[src/rtl/inst_sequencer.sv]
// inst_sequencer: buffers fetched instructions in a small FIFO, classifies
// each one as it is popped, and steps it through up to three decode stages
// (PRE push-pc, IMM16 wait, MAIN), handshaking each stage with the scheduler.
//
// Optional build macro: INST_SEQUENCER_TIMEOUT_EN enables a per-stage
// watchdog that sets the sticky timeout_err output. When the macro is not
// defined, timeout_err is tied to 0.

module inst_sequencer #(
  parameter int          INST_BITS      = 16,
  parameter int          IQ_DEPTH       = 2,
  parameter int          NSHIFT         = 2,
  parameter logic [3:0]  CALL_CC        = 4'hE,
  parameter int          TIMEOUT_CYCLES = 255
) (
  input  logic                            clk,
  input  logic                            reset,
  input  logic                            inst_in_valid,
  input  logic [INST_BITS-1:0]            inst_in,
  output logic                            inst_in_ready,
  input  logic                            flush,
  output logic                            imm16_request,
  input  logic                            imm16_loaded,
  output logic                            stage_valid,
  output logic                            stage_pre,
  output logic [INST_BITS-1:0]            stage_inst,
  output logic [NSHIFT-1:0]               plus_pc_words,
  input  logic                            stage_done,
  output logic                            inst_done,
  output logic [$clog2(IQ_DEPTH+1)-1:0]   iq_count,
  output logic                            timeout_err
);

  localparam int CNT_W = $clog2(IQ_DEPTH + 1);
  localparam int PTR_W = (IQ_DEPTH > 1) ? $clog2(IQ_DEPTH) : 1;

  typedef enum logic [1:0] {
    ST_IDLE = 2'd0,
    ST_PRE  = 2'd1,
    ST_IMM  = 2'd2,
    ST_MAIN = 2'd3
  } state_t;

  // Decode attributes that decide which stages an instruction visits.
  typedef struct packed {
    logic need_pre;  // push pc+n before the main stage (calls)
    logic is_long;   // carries an imm16 extension word
  } inst_class_t;

  // Classification looks only at the low 16 bits of the instruction word.
  function automatic inst_class_t classify(input logic [15:0] w);
    inst_class_t c;
    logic        branch;
    branch     = (w[15:12] == 4'h0);
    c.need_pre = (branch && (w[11:8] == CALL_CC)) || (w[15:6] == 10'b0010000001);
    c.is_long  = !branch && (w[5:2] == 4'h0) && w[0];
    return c;
  endfunction

  // Pointer advance with explicit wrap so non-power-of-two depths work.
  function automatic logic [PTR_W-1:0] next_ptr(input logic [PTR_W-1:0] p);
    return (p == PTR_W'(IQ_DEPTH - 1)) ? '0 : p + 1'b1;
  endfunction

  // ---------------------------------------------------------------------------
  // Instruction queue
  // ---------------------------------------------------------------------------
  logic [INST_BITS-1:0] iq_mem [IQ_DEPTH];
  logic [PTR_W-1:0]     wr_ptr;
  logic [PTR_W-1:0]     rd_ptr;
  logic [CNT_W-1:0]     count;
  logic                 empty;
  logic                 full;
  logic                 push;
  logic                 pop;
  logic [INST_BITS-1:0] head;
  inst_class_t          head_class;

  assign empty      = (count == '0);
  assign full       = (count == CNT_W'(IQ_DEPTH));
  // Flush drops any word offered in the same cycle.
  assign push       = inst_in_valid && !full && !flush;
  assign head       = iq_mem[rd_ptr];
  assign head_class = classify(head[15:0]);

  // Readiness is held low while reset is asserted so every output reads 0.
  assign inst_in_ready = !full && !reset;
  assign iq_count      = count;

  // Queue storage: write the offered word at the tail.
  // NOTE: the storage array has no reset; only the pointers and count are
  // reset, which is enough to make stale contents unreachable.
  always_ff @(posedge clk) begin
    if (push) begin
      iq_mem[wr_ptr] <= inst_in;
    end
  end

  // Queue pointers and occupancy; flush empties the queue after any pop
  // in the same cycle has already sampled the head.
  // NOTE: sequential state uses non-blocking assignments only, so every
  // flop samples pre-edge values regardless of statement order.
  always_ff @(posedge clk or posedge reset) begin
    if (reset) begin
      wr_ptr <= '0;
      rd_ptr <= '0;
      count  <= '0;
    end else if (flush) begin
      wr_ptr <= '0;
      rd_ptr <= '0;
      count  <= '0;
    end else begin
      if (push) begin
        wr_ptr <= next_ptr(wr_ptr);
      end
      if (pop) begin
        rd_ptr <= next_ptr(rd_ptr);
      end
      count <= count + CNT_W'(push) - CNT_W'(pop);
    end
  end

  // ---------------------------------------------------------------------------
  // Stage sequencer
  // ---------------------------------------------------------------------------
  state_t state;
  state_t state_next;
  logic   done_next;
  logic   cur_long;

  // Next-state logic: decides pops, stage transitions and completion.
  // NOTE: every signal driven here gets a default first, so no path through
  // the case statement can leave a latch behind.
  always_comb begin
    state_next = state;
    pop        = 1'b0;
    done_next  = 1'b0;
    unique case (state)
      ST_IDLE: begin
        if (!empty) begin
          pop = 1'b1;
        end
      end
      ST_PRE: begin
        if (stage_done) begin
          state_next = cur_long ? ST_IMM : ST_MAIN;
        end
      end
      ST_IMM: begin
        if (imm16_loaded) begin
          state_next = ST_MAIN;
        end
      end
      ST_MAIN: begin
        if (stage_done) begin
          done_next = 1'b1;
          if (!empty) begin
            pop = 1'b1;
          end else begin
            state_next = ST_IDLE;
          end
        end
      end
      default: state_next = ST_IDLE;
    endcase
    // A pop picks the first stage the new instruction needs.
    if (pop) begin
      if (head_class.need_pre) begin
        state_next = ST_PRE;
      end else if (head_class.is_long) begin
        state_next = ST_IMM;
      end else begin
        state_next = ST_MAIN;
      end
    end
  end

  // State register and the registered completion pulse.
  always_ff @(posedge clk or posedge reset) begin
    if (reset) begin
      state     <= ST_IDLE;
      inst_done <= 1'b0;
    end else begin
      state     <= state_next;
      inst_done <= done_next;
    end
  end

  // Current-instruction register: loaded on pop, stable until the next pop.
  always_ff @(posedge clk or posedge reset) begin
    if (reset) begin
      stage_inst    <= '0;
      cur_long      <= 1'b0;
      plus_pc_words <= '0;
    end else if (pop) begin
      stage_inst    <= head;
      cur_long      <= head_class.is_long;
      plus_pc_words <= head_class.is_long ? NSHIFT'(2) : NSHIFT'(1);
    end
  end

  assign stage_valid   = (state == ST_PRE) || (state == ST_MAIN);
  assign stage_pre     = (state == ST_PRE);
  assign imm16_request = (state == ST_IMM);

  // ---------------------------------------------------------------------------
  // Stage watchdog
  // ---------------------------------------------------------------------------
`ifdef INST_SEQUENCER_TIMEOUT_EN
  localparam int TO_W = $clog2(TIMEOUT_CYCLES + 1);

  logic [TO_W-1:0] to_cnt;
  logic            to_err;
  logic            state_entry;
  logic            busy;

  // A pop from MAIN back into MAIN is a fresh entry as well.
  assign state_entry = (state_next != state) || pop;
  assign busy        = (state != ST_IDLE);

  // Count cycles spent in one stage; flag once the limit is reached.
  always_ff @(posedge clk or posedge reset) begin
    if (reset) begin
      to_cnt <= '0;
      to_err <= 1'b0;
    end else if (state_entry) begin
      to_cnt <= '0;
    end else if (busy && (to_cnt != TO_W'(TIMEOUT_CYCLES))) begin
      to_cnt <= to_cnt + 1'b1;
      if ((to_cnt + 1'b1) == TO_W'(TIMEOUT_CYCLES)) begin
        to_err <= 1'b1;
      end
    end
  end

  assign timeout_err = to_err;
`else
  assign timeout_err = 1'b0;
`endif

endmodule

[config.mk]
export PLATFORM = sky130hd
export DESIGN_NAME = inst_sequencer
export DESIGN_NICKNAME = d
export VERILOG_FILES = /design/src/rtl/inst_sequencer.sv
export SDC_FILE = /design/constraint.sdc
export NUM_CORES = 1
export LEC_CHECK = 0
export BUFFER_PORTS_ARGS = -buffer_cell sky130_fd_sc_hd__buf_2
export CAP_MARGIN = 25
export CORE_UTILIZATION = 25
export CTS_BUF_LIST = sky130_fd_sc_hd__clkbuf_4 sky130_fd_sc_hd__clkbuf_8
export CTS_CLUSTER_SIZE = 14
export DETAILED_ROUTE_END_ITERATION = 12
export PLACE_DENSITY_LB_ADDON = 0.08
export SLEW_MARGIN = 5
export SYNTH_ARGS = -nofsm -noshare
export SYNTH_HDL_FRONTEND = slang
export SYNTH_SLANG_ARGS = --single-unit
[constraint.sdc]
create_clock -name clk -period 2.2 [get_ports clk]
set_input_delay 0 -clock clk [delete_from_list [all_inputs] [get_ports clk]]
set_output_delay 0 -clock clk [all_outputs]
set_load 0.01 [all_outputs]
==> results.md, run 1 <==
- Library cells used by synthesis: 47
- Max cap viols: 0
- Net count, final: about 280
- TritonCTS buffer count: 9
- Crit path from: iq_count[1]
- Fillers: ~1.0k
- Top-count cell post-synth: edfxtp_1
- Largest net degree at the start of global routing: 39
- Proportion of layout cells with a drive suffix above 1: 31.8%
- I/O pin count: 48
- Die X: 102 µm
- CTS clk-pin slew, worst paths: about 70 ps
- Area of the core: around 9700 µm²
- Detailed Route WL: ~5000 µm
- Hold Startpoint: inst_in_valid
- ANT cells: 0
- Port bufs: 46
- Clk buf depth: 2
- Synth Instances: 181
- Max VDD drop: ~0.00033 V
- CTS tree: yes
- Die Area: 10400 µm²
- Vias in the first global route: 1679
- Switching share of power: between 30% and 40%
- Drt pass-1 iters: 4
- Most instantiated cells after synthesis: 32 x edfxtp_1, 25 x dfrtp_1, 25 x nor2_1, 16 x a21oi_1, 15 x mux2i_1
- Setup CP Type: reg -> reg
- Antenna violations before repair: 0
- Final period utilization: between 80% and 90%
- Sequential fraction of the synthesis area: 63.5%
- Crit path max fanout: 4
- Rel. slew slack: 58.9%
- Setup TNS: 0 ps
- Pwr Total: approximately 0.0038 W
- RSZ-0062 raised after global routing: no
- First-pass GRT wire length: around 8100 µm
- Startpoint Class: flip-flop
- Clock root buffer: clkbuf_8
- Clock tree sinks: 57
- Register Area: ~1600 µm²
- Yosys warnings: 0
- Via Count: 1589
- DRC errors left: 0
- Pins Over Slew Limit: 0
- Status: complete, no violations
- Syn avg cell area: between 10 and 15 µm²
- Total global routing overflow: 0
- Final non-filler cell total: 394
- Post-cts resize count: 0
- H-tree lvl count: 3
- Dpl cells: ~360
- Clk pwr share: a little over a quarter
- Synth area leaders: edfxtp_1 38%, dfrtp_1 25%, mux2i_1 6.0%
- Slew @ Worst Pin: a little over 600 ps
- EDFF count, synth: 32
- Worst path arrival time: 2180 ps
- Util after Layout: between 30 and 40%
- Max Freq: 511 MHz
- Combinational share of power: 32.2%
- Leakage: ~1.3 nW
- Worst Setup End Kind: flip-flop
- Syn Nets: roughly 210
- Internal: ~0.0026 W
- DRT iter0 DRCs: 30
- Share of the synthesized area in the top cell type: about 38%
- Final min period: 1960 ps
- Multi-input gate area: 803 µm²
- # Post-CTS Setup Buffers: 0
- Starting Density: 25.7%
- Std-Cell Rows: 36
- Gr usage total: a little over a tenth
- Via density: roughly 4.0
- Routed wire per std cell: around 13 µm
- Dominant synthesized flop cell: edfxtp_1
- Antenna Nets Post-Route: 0
- Sequential share of power: roughly two fifths
- Cts hold-fix bufs: 19
- HP Class: in -> reg
- R2R Path Start: iq_count[1]
- Power density cells: 1160 nW/µm²
- Die height: 102 µm
- Area leader, netlist: edfxtp_1
- Post-Syn Area: between 2000 and 2500 µm²
- DP HPWL: 3430 µm
- Net switching power: 0.00124 W
- Hold Fails Final Rpt: 0
- Gpl congestion: 0.656
- Skew final: 8.65 ps
- Worst Path Required: about 2400 ps
- Layout area overhead: 31.0%
- Final Setup Violations: 0
- Worst-skew pair later-pin latency: 330 ps
- Synthesized flop and latch total: between 50 and 60
- Async SR Flop Fraction: between 40% and 50%
layout make-up:
cell class | instances | share of cell area, %
clock buffer | 11 | 4.63
tap | 133 | 5.09
inverter | 8 | 0.918
sequential | 57 | 48.5
timing repair buffer | 73 | 14.7
clock inverter | 5 | 1.64
multi-input combinational | 107 | 24.6
logic make-up after synthesis:
family	count (synthesis)	share of synthesized area [%]
muxes	17	7.01
and+or+nand+nor	48	12.5
other	1	0.150
AOI/OAI and AO/OA	31	7.87
xor gates and xnor gates	4	1.40
buffers and inverters	17	4.56
adders and majority gates	6	3.01
DFF	57	63.5
worst max-delay path: stages (launching register included):
cell,delay [ps]
dfrtp_1,420
inv_1,120
o21ai_0,140
or2_2,330
ha_1,280
inv_1,40
ha_1,170
xnor2_1,160
xnor2_1,130
nor2_1,50
cells in the final DEF, fill, tap and decap left out, types with 2 or more instances in the layout:
cell           count
clkbuf_8          11
a21oi_1           16
nor4b_1            2
nand2b_1           2
o21ai_1            2
o21ai_0            2
ha_1               6
dfrtp_1           25
buf_2             46
clkinv_2           3
mux2i_1           15
inv_1              8
xnor2_1            4
edfxtp_1          32
nor2_1            25
dlygate4sd3_1     19
a22oi_1            2
buf_4              8
or2_2              2
stage by stage:
stage	hold slack, ps	instance area, µm²	setup slack, ps
2_1_floorplan	35.9	2500	73.5
3_3_place_gp	86.6	2880	252
3_5_place_dp	87.9	2880	230
4_1_cts	70.4	3270	210
5_1_grt	112	3270	73.0
6_report	78.1	3270	241
metal layers:
metal / global-route usage, % / part of all wire, % / vias up
li1: - / - / 803
met1: 12.5 / 45 / 741
met2: 18.0 / 49 / 35
met3: 2.94 / 4.1 / 10
met4: 5.93 / 2.1 / 0
met5: 0 / 0 / -
registers in the layout, summed over array words and instances (netlist names):
signal         flops
wr_ptr             1
iq_mem            32
state              2
rd_ptr             1
iq_count           2
stage_inst        16
plus_pc_words      2
inst_done          1
path summary, 6_finish.rpt:
| path | to | slack, ps | cells after the start |
|---|---|---|---|
| hold / removal | wr_ptr | 80 | 4 |
| min in group asynchronous | inst_done | 270 | 4 |
| setup / recovery | iq_count[1] | 240 | 9 |
| max in group asynchronous | stage_inst[13] | 1650 | 4 |
| hold reg to reg | plus_pc_words[0] | 490 | 2 |
| setup reg to reg | iq_count[1] | 240 | 9 |
power groups by stage:
stage | logic [W] | registers [W] | clock network (W)
after floorplan | 0.000785 | 0.00166 | 0
after global placement | 0.00124 | 0.00162 | 0
after detailed placement | 0.00122 | 0.00163 | 0
after CTS | 0.00125 | 0.00160 | 0.00104
after global routing | 0.00139 | 0.00163 | 0.00108
final | 0.00123 | 0.00159 | 0.000996
No activity file was read; power rests on OpenSTA's default activity.
==> run 2, diff against run 1 <==
CORE_ASPECT_RATIO = 0.8   (was unset)
==> run 2 against run 1 <==
First-iteration DRC count up 100%; worst setup slack got worse by 33 ps; critical path depth stayed put; register-to-register slack got worse by 30 ps; die area about the same; core utilization is 0.44 points higher; clock power is 18% higher; clock skew is essentially flat.
==> results.md, run 2 (synthesis gave the netlist of run 1 again) <==
- Status: complete, no violations (unchanged)
- Gr usage total: 11.5% (was 10.7%)
- Skew final: 9.12 ps (was 8.65 ps)
- Top Registers: iq_mem x32, stage_inst x16 (unchanged)
- Setup CP Type: reg -> reg (unchanged)
- Max VDD drop: 0.000456 V (was 0.000333 V)
- CTS clk-pin slew, worst paths: 60 ps (was 70 ps)
- Max Freq: 502 MHz (was 511 MHz)
- Routed wire per std cell: 13.7 µm (was 12.6 µm)
- # Post-CTS Setup Buffers: 0 (unchanged)
- Area of the core: 9690 µm² (was 9730 µm²)
- Setup TNS: 0 ps (unchanged)
- Net count, final: 283 (was 284)
- Power density cells: 1220 nW/µm² (was 1160 nW/µm²)
- Crit path max fanout: 4 (unchanged)
- Most common cell after layout, fill and taps aside: buf_2 (unchanged)
- Pwr Total: 0.00402 W (was 0.00381 W)
- Cts hold-fix bufs: 19 (unchanged)
- Antenna Nets Post-Route: 0 (unchanged)
- Slowest-stage cell, CP: dfrtp_1 (unchanged)
- Drt pass-1 iters: 4 (unchanged)
- Clock tree sinks: 57 (unchanged)
- Worst stage delay on the critical path: 410 ps (was 420 ps)
- DP HPWL: 3700 µm (was 3430 µm)
- ANT cells: 0 (unchanged)
- Vias in the first global route: 1641 (was 1679)
- Die X: 114 µm (was 102 µm)
- Port bufs: 46 (unchanged)
- Slew @ Worst Pin: 510 ps (was 617 ps)
- TritonCTS buffer count: 9 (unchanged)
- Area post-placement: 2870 µm² (was 2880 µm²)
- Clock root buffer: clkbuf_8 (unchanged)
- Via Count: 1611 (was 1589)
- Startpoint Class: flip-flop (unchanged)
- Starting Density: 25.8% (was 25.7%)
- Max cap viols: 0 (unchanged)
- Detailed Route WL: 5420 µm (was 4950 µm)
- HP Class: in -> reg (unchanged)
- Max FFs per register: 32 (unchanged)
- First-pass GRT wire length: 8830 µm (was 8140 µm)
- Worst-skew pair later-pin latency: 330 ps (about the same)
- Total global routing overflow: 0 (unchanged)
- H-tree lvl count: 3 (unchanged)
- Rel. slew slack: 66.0% (was 58.9%)
- RSZ-0062 raised after global routing: no (unchanged)
- Largest reg by FF count: iq_mem (unchanged)
- Gpl congestion: 0.671 (was 0.656)
- Worst path arrival time: 2210 ps (was 2180 ps)
- Proportion of layout cells with a drive suffix above 1: 31.2% (was 31.8%)
- Worst Path Required: 2420 ps (about the same)
- Final Setup Violations: 0 (unchanged)
- Die height: 91.4 µm (was 102 µm)
- Final period utilization: 90.5% (was 89.0%)
- Hold Fails Final Rpt: 0 (unchanged)
- DRT iter0 DRCs: 60 (was 30)
- Post-route cell area: 3300 µm² (was 3270 µm²)
- Layout area overhead: 32.2% (was 31.0%)
- Worst Setup End Kind: flip-flop (unchanged)
- Largest net degree at the start of global routing: 39 (unchanged)
- Clk buf depth: 2 (unchanged)
- Pins Over Slew Limit: 0 (unchanged)
- CTS tree: yes (unchanged)
- Die Area: 10400 µm² (about the same)
- I/O pin count: 48 (unchanged)
- Via density: 4.07 (was 4.03)
- DRC errors left: 0 (unchanged)
- Crit-path cells: inv_1 > o21ai_0 > or2_2 > ha_1 > inv_1 > ha_1 > xnor2_1 > xnor2_1 > nor2_1 (unchanged)
- Final min period: 1990 ps (was 1960 ps)
- Std-Cell Rows: 32 (was 36)
- Antenna violations before repair: 0 (unchanged)
- Post-cts resize count: 0 (unchanged)
- Most frequent cells in the layout: 46 x buf_2, 32 x edfxtp_1, 25 x nor2_1, 25 x dfrtp_1, 19 x dlygate4sd3_1 (unchanged)
- Leakage: 1.30 nW (about the same)
-- run 2: cell types whose count changed in the layout (fill, tap and decap cells not counted), sizes merged --
cell | before | now
buf | 54 | 53
bufinv | 1 | 3
clkbuf | 11 | 10
clkinv | 4 | 2
clkinvlp | 0 | 1
-- run 2: critical path: cells and delay by family (launching register included) --
| kind | cells | cell delay [ps] |
|---|---|---|
| AO/OA/AOI/OAI | 1 | 160 |
| XOR/XNOR | 2 | 300 |
| adder cells (fa/ha/maj) | 2 | 460 |
| buffers and inverters | 2 | 160 |
| flip-flops | 1 | 410 |
| AND/OR/NAND/NOR | 2 | 390 |
-- run 2: final timing paths --
path | start | endpoint | slack [ps] | depth (start not counted)
max in group asynchronous | reset | stage_inst[12] | 1610 | 4
worst max-delay path | iq_count[1] | iq_count[1] | 210 | 9
worst min-delay path | inst_in_valid | wr_ptr | 110 | 4
worst min register to register | stage_inst[8] | stage_inst[8] | 520 | 2
worst max register to register | iq_count[1] | iq_count[1] | 210 | 9
min in group asynchronous | reset | stage_inst[10] | 320 | 4
-- run 2: cell type report --
type,count,area (µm²)
fillers,1000,6390
flip-flops and latches,57,1590
multi-input cells,107,803
repair buffers,72,473
well taps,136,170
clock buffers,10,131
clock inverters,6,106
inverters,8,30.0
-- run 2: metal layers --
| layer | global-route usage, % | up-vias | part of all wire (%) |
|---|---|---|---|
| met2 | 16.6 | 38 | 43 |
| met3 | 4.27 | 6 | 4.2 |
| met1 | 15.7 | 763 | 52 |
| met4 | 4.28 | 0 | 1.1 |
| li1 | - | 804 | - |
| met5 | 0 | - | 0 |
-- run 2: power by group --
group	internal (W)	switching (W)	total, W
Sequential	0.00141	0.000192	0.00160
Combinational	0.000571	0.000665	0.00124
Clock	0.000759	0.000421	0.00118
-- run 2: per-stage QoR --
stage / hold WS [ps] / std cells / utilization [%] / setup WS (ps)
CTS: 85.2 / 396 / 34.1 / 204
global placement: 148 / 361 / 29.6 / 254
global route: 139 / 396 / 34.1 / 51.3
floorplan: 35.9 / 181 / - / 73.5
detailed placement: 153 / 361 / 29.6 / 217
finish: 114 / 396 / 34.1 / 208
==> run 3, diff against run 2 <==
ABC_AREA = 1   (was unset)
GPL_ROUTABILITY_DRIVEN = 0   (was unset)
==> run 3 against run 2 <==
Synthesized cell count grew 37%; sequential share of layout area grew 0.72 points; critical path type unchanged; via count grew 10%; clock skew shrank 3.1 ps; largest cell class unchanged; final cell count grew 17%; cell area shrank 1.5%; first-iteration DRC count shrank 28%; maximum frequency grew 9.0%.
==> results.md, run 3 <==
- Worst-skew pair later-pin latency: 340 ps (was 330 ps)
- Drt pass-1 iters: 4 (unchanged)
- Die Area: 10400 µm² (about the same)
- Internal: 0.00238 W (was 0.00274 W)
- # Post-CTS Setup Buffers: 0 (unchanged)
- Sequential share of power: 42.0% (was 39.8%)
- HP Class: in -> reg (unchanged)
- Most frequent cells in the layout: 79 x nand2_1, 46 x buf_2, 35 x inv_1, 32 x edfxtp_1, 25 x dfrtp_1 (was 46 x buf_2, 32 x edfxtp_1, 25 x nor2_1, 25 x dfrtp_1, 19 x dlygate4sd3_1)
- Dominant synthesized flop cell: edfxtp_1 (unchanged)
- Std-Cell Rows: 32 (unchanged)
- EDFF count, synth: 32 (unchanged)
- Worst Path Required: 2440 ps (was 2420 ps)
- Net switching power: 0.00130 W (was 0.00128 W)
- Vias in the first global route: 1706 (was 1641)
- Hold Fails Final Rpt: 0 (unchanged)
- R2R Path Start: state[1] (was iq_count[1])
- Max VDD drop: 0.000401 V (was 0.000456 V)
- Pins Over Slew Limit: 0 (unchanged)
- Pre-CTS setup slack: 383 ps (was 217 ps)
- Worst path arrival time: 2070 ps (was 2210 ps)
- Slowest-stage cell, CP: dfrtp_1 (unchanged)
- DP HPWL: 3760 µm (was 3700 µm)
- Via Count: 1773 (was 1611)
- Xor and xnor area share after synthesis: 0.704% (was 1.40%)
- Final period utilization: 83.1% (was 90.5%)
- Synth area leaders: edfxtp_1 39%, dfrtp_1 25%, nand2_1 12% (was edfxtp_1 38%, dfrtp_1 25%, mux2i_1 6.0%)
- Max FFs per register: 32 (unchanged)
- H-tree lvl count: 3 (unchanged)
- RSZ-0062 raised after global routing: no (unchanged)
- Worst path buffer plus inverter count: 3 (was 2)
- Clock root buffer: clkbuf_8 (unchanged)
- Hold Startpoint: imm16_loaded (was inst_in_valid)
- Die height: 91.2 µm (was 91.4 µm)
- R2R setup slack: 370 ps (was 210 ps)
- Antenna Nets Post-Route: 0 (unchanged)
- Synthesized-area fraction occupied by adder cells: 3.02% (was 3.01%)
- Top-count cell post-synth: nand2_1 (was edfxtp_1)
- Proportion of layout cells with a drive suffix above 1: 23.4% (was 31.2%)
- Clk pwr share: 25.5% (was 29.4%)
- Compound-Gate Fraction of Synth Area: 6.39% (was 7.87%)
- Power density cells: 1130 nW/µm² (was 1220 nW/µm²)
- Worst Setup End Kind: flip-flop (unchanged)
- Library cells used by synthesis: 25 (was 47)
- Setup TNS: 0 ps (unchanged)
- Routed wire per std cell: 11.5 µm (was 13.7 µm)
- Crit-path cells: inv_1 > ha_1 > nor2_2 > o21ai_4 > inv_2 > buf_4 > nand2_1 > nor2_2 > nand3_1 > nand2_1 > nand2_1 (was inv_1 > o21ai_0 > or2_2 > ha_1 > inv_1 > ha_1 > xnor2_1 > xnor2_1 > nor2_1)
- Synth Instances: 248 (was 181)
- Post-synthesis simple-gate area fraction: 17.3% (was 12.5%)
- Via density: 3.81 (was 4.07)
- Share of the synthesized area in the top cell type: 38.6% (was 38.5%)
- DRC errors left: 0 (unchanged)
- Starting Density: 25.8% (about the same)
- Final setup margin: 373 ps (was 208 ps)
- Top Registers: iq_mem x32, stage_inst x16 (unchanged)
- Area of the core: 9650 µm² (was 9690 µm²)
- Antenna violations before repair: 0 (unchanged)
- Crit path max fanout: 14 (was 4)
- Net count, final: 352 (was 283)
- Max Freq: 547 MHz (was 502 MHz)
- Crit path from: state[1] (was iq_count[1])
- CTS clk-pin slew, worst paths: 70 ps (was 60 ps)
- Largest family of logic cells by synthesized area: simple AND/OR/NAND/NOR gates (unchanged)
- Die X: 114 µm (about the same)
- Syn avg cell area: 10.0 µm² (was 13.8 µm²)
- Combinational share of power: 32.6% (was 30.8%)
- Final Setup Violations: 0 (unchanged)
- Post-Syn Area: 2490 µm² (was 2500 µm²)
- Worst stage delay on the critical path: 440 ps (was 410 ps)
- Area leader, netlist: edfxtp_1 (unchanged)
- Most frequent CP cell: nand2_1
- Most common cell after layout, fill and taps aside: nand2_1 (was buf_2)
- Mux cell area share after synthesis: 0% (was 7.01%)
- CTS tree: yes (unchanged)
- Synthesized flop and latch total: 57 (unchanged)
- Largest net degree at the start of global routing: 28 (was 39)
- Worst path top cell family by delay: simple AND/OR/NAND/NOR gates (was adder cells)
- Yosys warnings: 0 (unchanged)
- Max cap viols: 0 (unchanged)
- Final min period: 1830 ps (was 1990 ps)
- Async SR Flop Fraction: 43.9% (unchanged)
- Most instantiated cells after synthesis: 79 x nand2_1, 35 x inv_1, 32 x edfxtp_1, 25 x dfrtp_1, 18 x nor2_1 (was 32 x edfxtp_1, 25 x dfrtp_1, 25 x nor2_1, 16 x a21oi_1, 15 x mux2i_1)
- TritonCTS buffer count: 9 (unchanged)
- Sequential fraction of the synthesis area: 63.8% (was 63.5%)
- I/O pin count: 48 (unchanged)
- Layout area overhead: 30.7% (was 32.2%)
- Leakage: 1.55 nW (was 1.30 nW)
- Switching share of power: 35.3% (was 31.8%)
- Skew final: 6.00 ps (was 9.12 ps)
- ANT cells: 0 (unchanged)
- Clock tree sinks: 57 (unchanged)
- Detailed Route WL: 5370 µm (was 5420 µm)
- First-pass GRT wire length: 8660 µm (was 8830 µm)
- Setup CP Type: reg -> reg (unchanged)
- Port bufs: 46 (unchanged)
- Status: complete, no violations (unchanged)
- Post-cts resize count: 0 (unchanged)
- Largest reg by FF count: iq_mem (unchanged)
- DRT iter0 DRCs: 43 (was 60)
- Total global routing overflow: 0 (unchanged)
- Cts hold-fix bufs: 20 (was 19)
- Startpoint Class: flip-flop (unchanged)
- Gr usage total: 11.5% (about the same)
- Clk buf depth: 2 (unchanged)
- Syn Nets: 276 (was 209)
-- run 3: changes by cell type after synthesis, sizes merged, moves of 3 or more --
cell	delta
mux2i	-16
a21oi	-15
a31oi	+5
or2	-4
inv	+30
nor2	-5
nand3	+7
o21ai	+14
xnor2	-3
nor4b	-4
nand2	+81
-- run 3: cells by family after synthesis --
| group | count (synthesis) |
|---|---|
| compound gates | 27 |
| xor+xnor | 2 |
| other cells | 1 |
| simple gates | 109 |
| buf+inv | 46 |
| flops | 57 |
| fa+ha+maj | 6 |
-- run 3: layout make-up --
type,count,area [µm²]
clock buffer,9,124
clock inverter,7,61.3
fill,1028,6400
inverter,38,143
multi-input combinational,145,684
sequential,57,1590
tap,136,170
timing repair buffer,73,483
-- run 3: final timing paths --
check / to / depth (start not counted)
worst max-delay path: state[0] / 11
worst min-delay path: state[1] / 5
worst max register to register: state[0] / 11
worst min register to register: stage_inst[2] / 2
max in group asynchronous: stage_inst[4] / 4
min in group asynchronous: iq_count[0] / 4
-- run 3: worst min-delay path, cell delays in order --
cell and delay [ps]:
buf_2 100, o22ai_1 100, nor2_1 70, nand3_1 80, nand3_1 80
-- run 3: power groups by stage --
stage	combinational, W	sequential (W)	clock (W)
6_report	0.00120	0.00154	0.000935
3_3_place_gp	0.00121	0.00157	0
5_1_grt	0.00138	0.00158	0.00101
4_1_cts	0.00123	0.00155	0.000979
2_1_floorplan	0.000753	0.00161	0
3_5_place_dp	0.00120	0.00157	0
-- run 3: routing by layer --
metal	vias up	share of wire [%]	global-route usage [%]
li1	932	-	-
met1	797	49	14.2
met2	37	44	17.2
met3	7	4.9	4.94
met4	0	1.5	5.59
met5	-	0	0
-- run 3: through the flow --
stage | cells | utilization, % | instance area [µm²] | hold slack [ps] | power [W]
2_1_floorplan | 248 | - | 2490 | 27.3 | 0.00236
3_3_place_gp | 429 | 29.7 | 2870 | 92.8 | 0.00278
3_5_place_dp | 429 | 29.7 | 2870 | 91.3 | 0.00277
4_1_cts | 465 | 33.7 | 3250 | 106 | 0.00376
5_1_grt | 465 | 33.7 | 3250 | 141 | 0.00396
6_report | 465 | 33.7 | 3250 | 125 | 0.00367
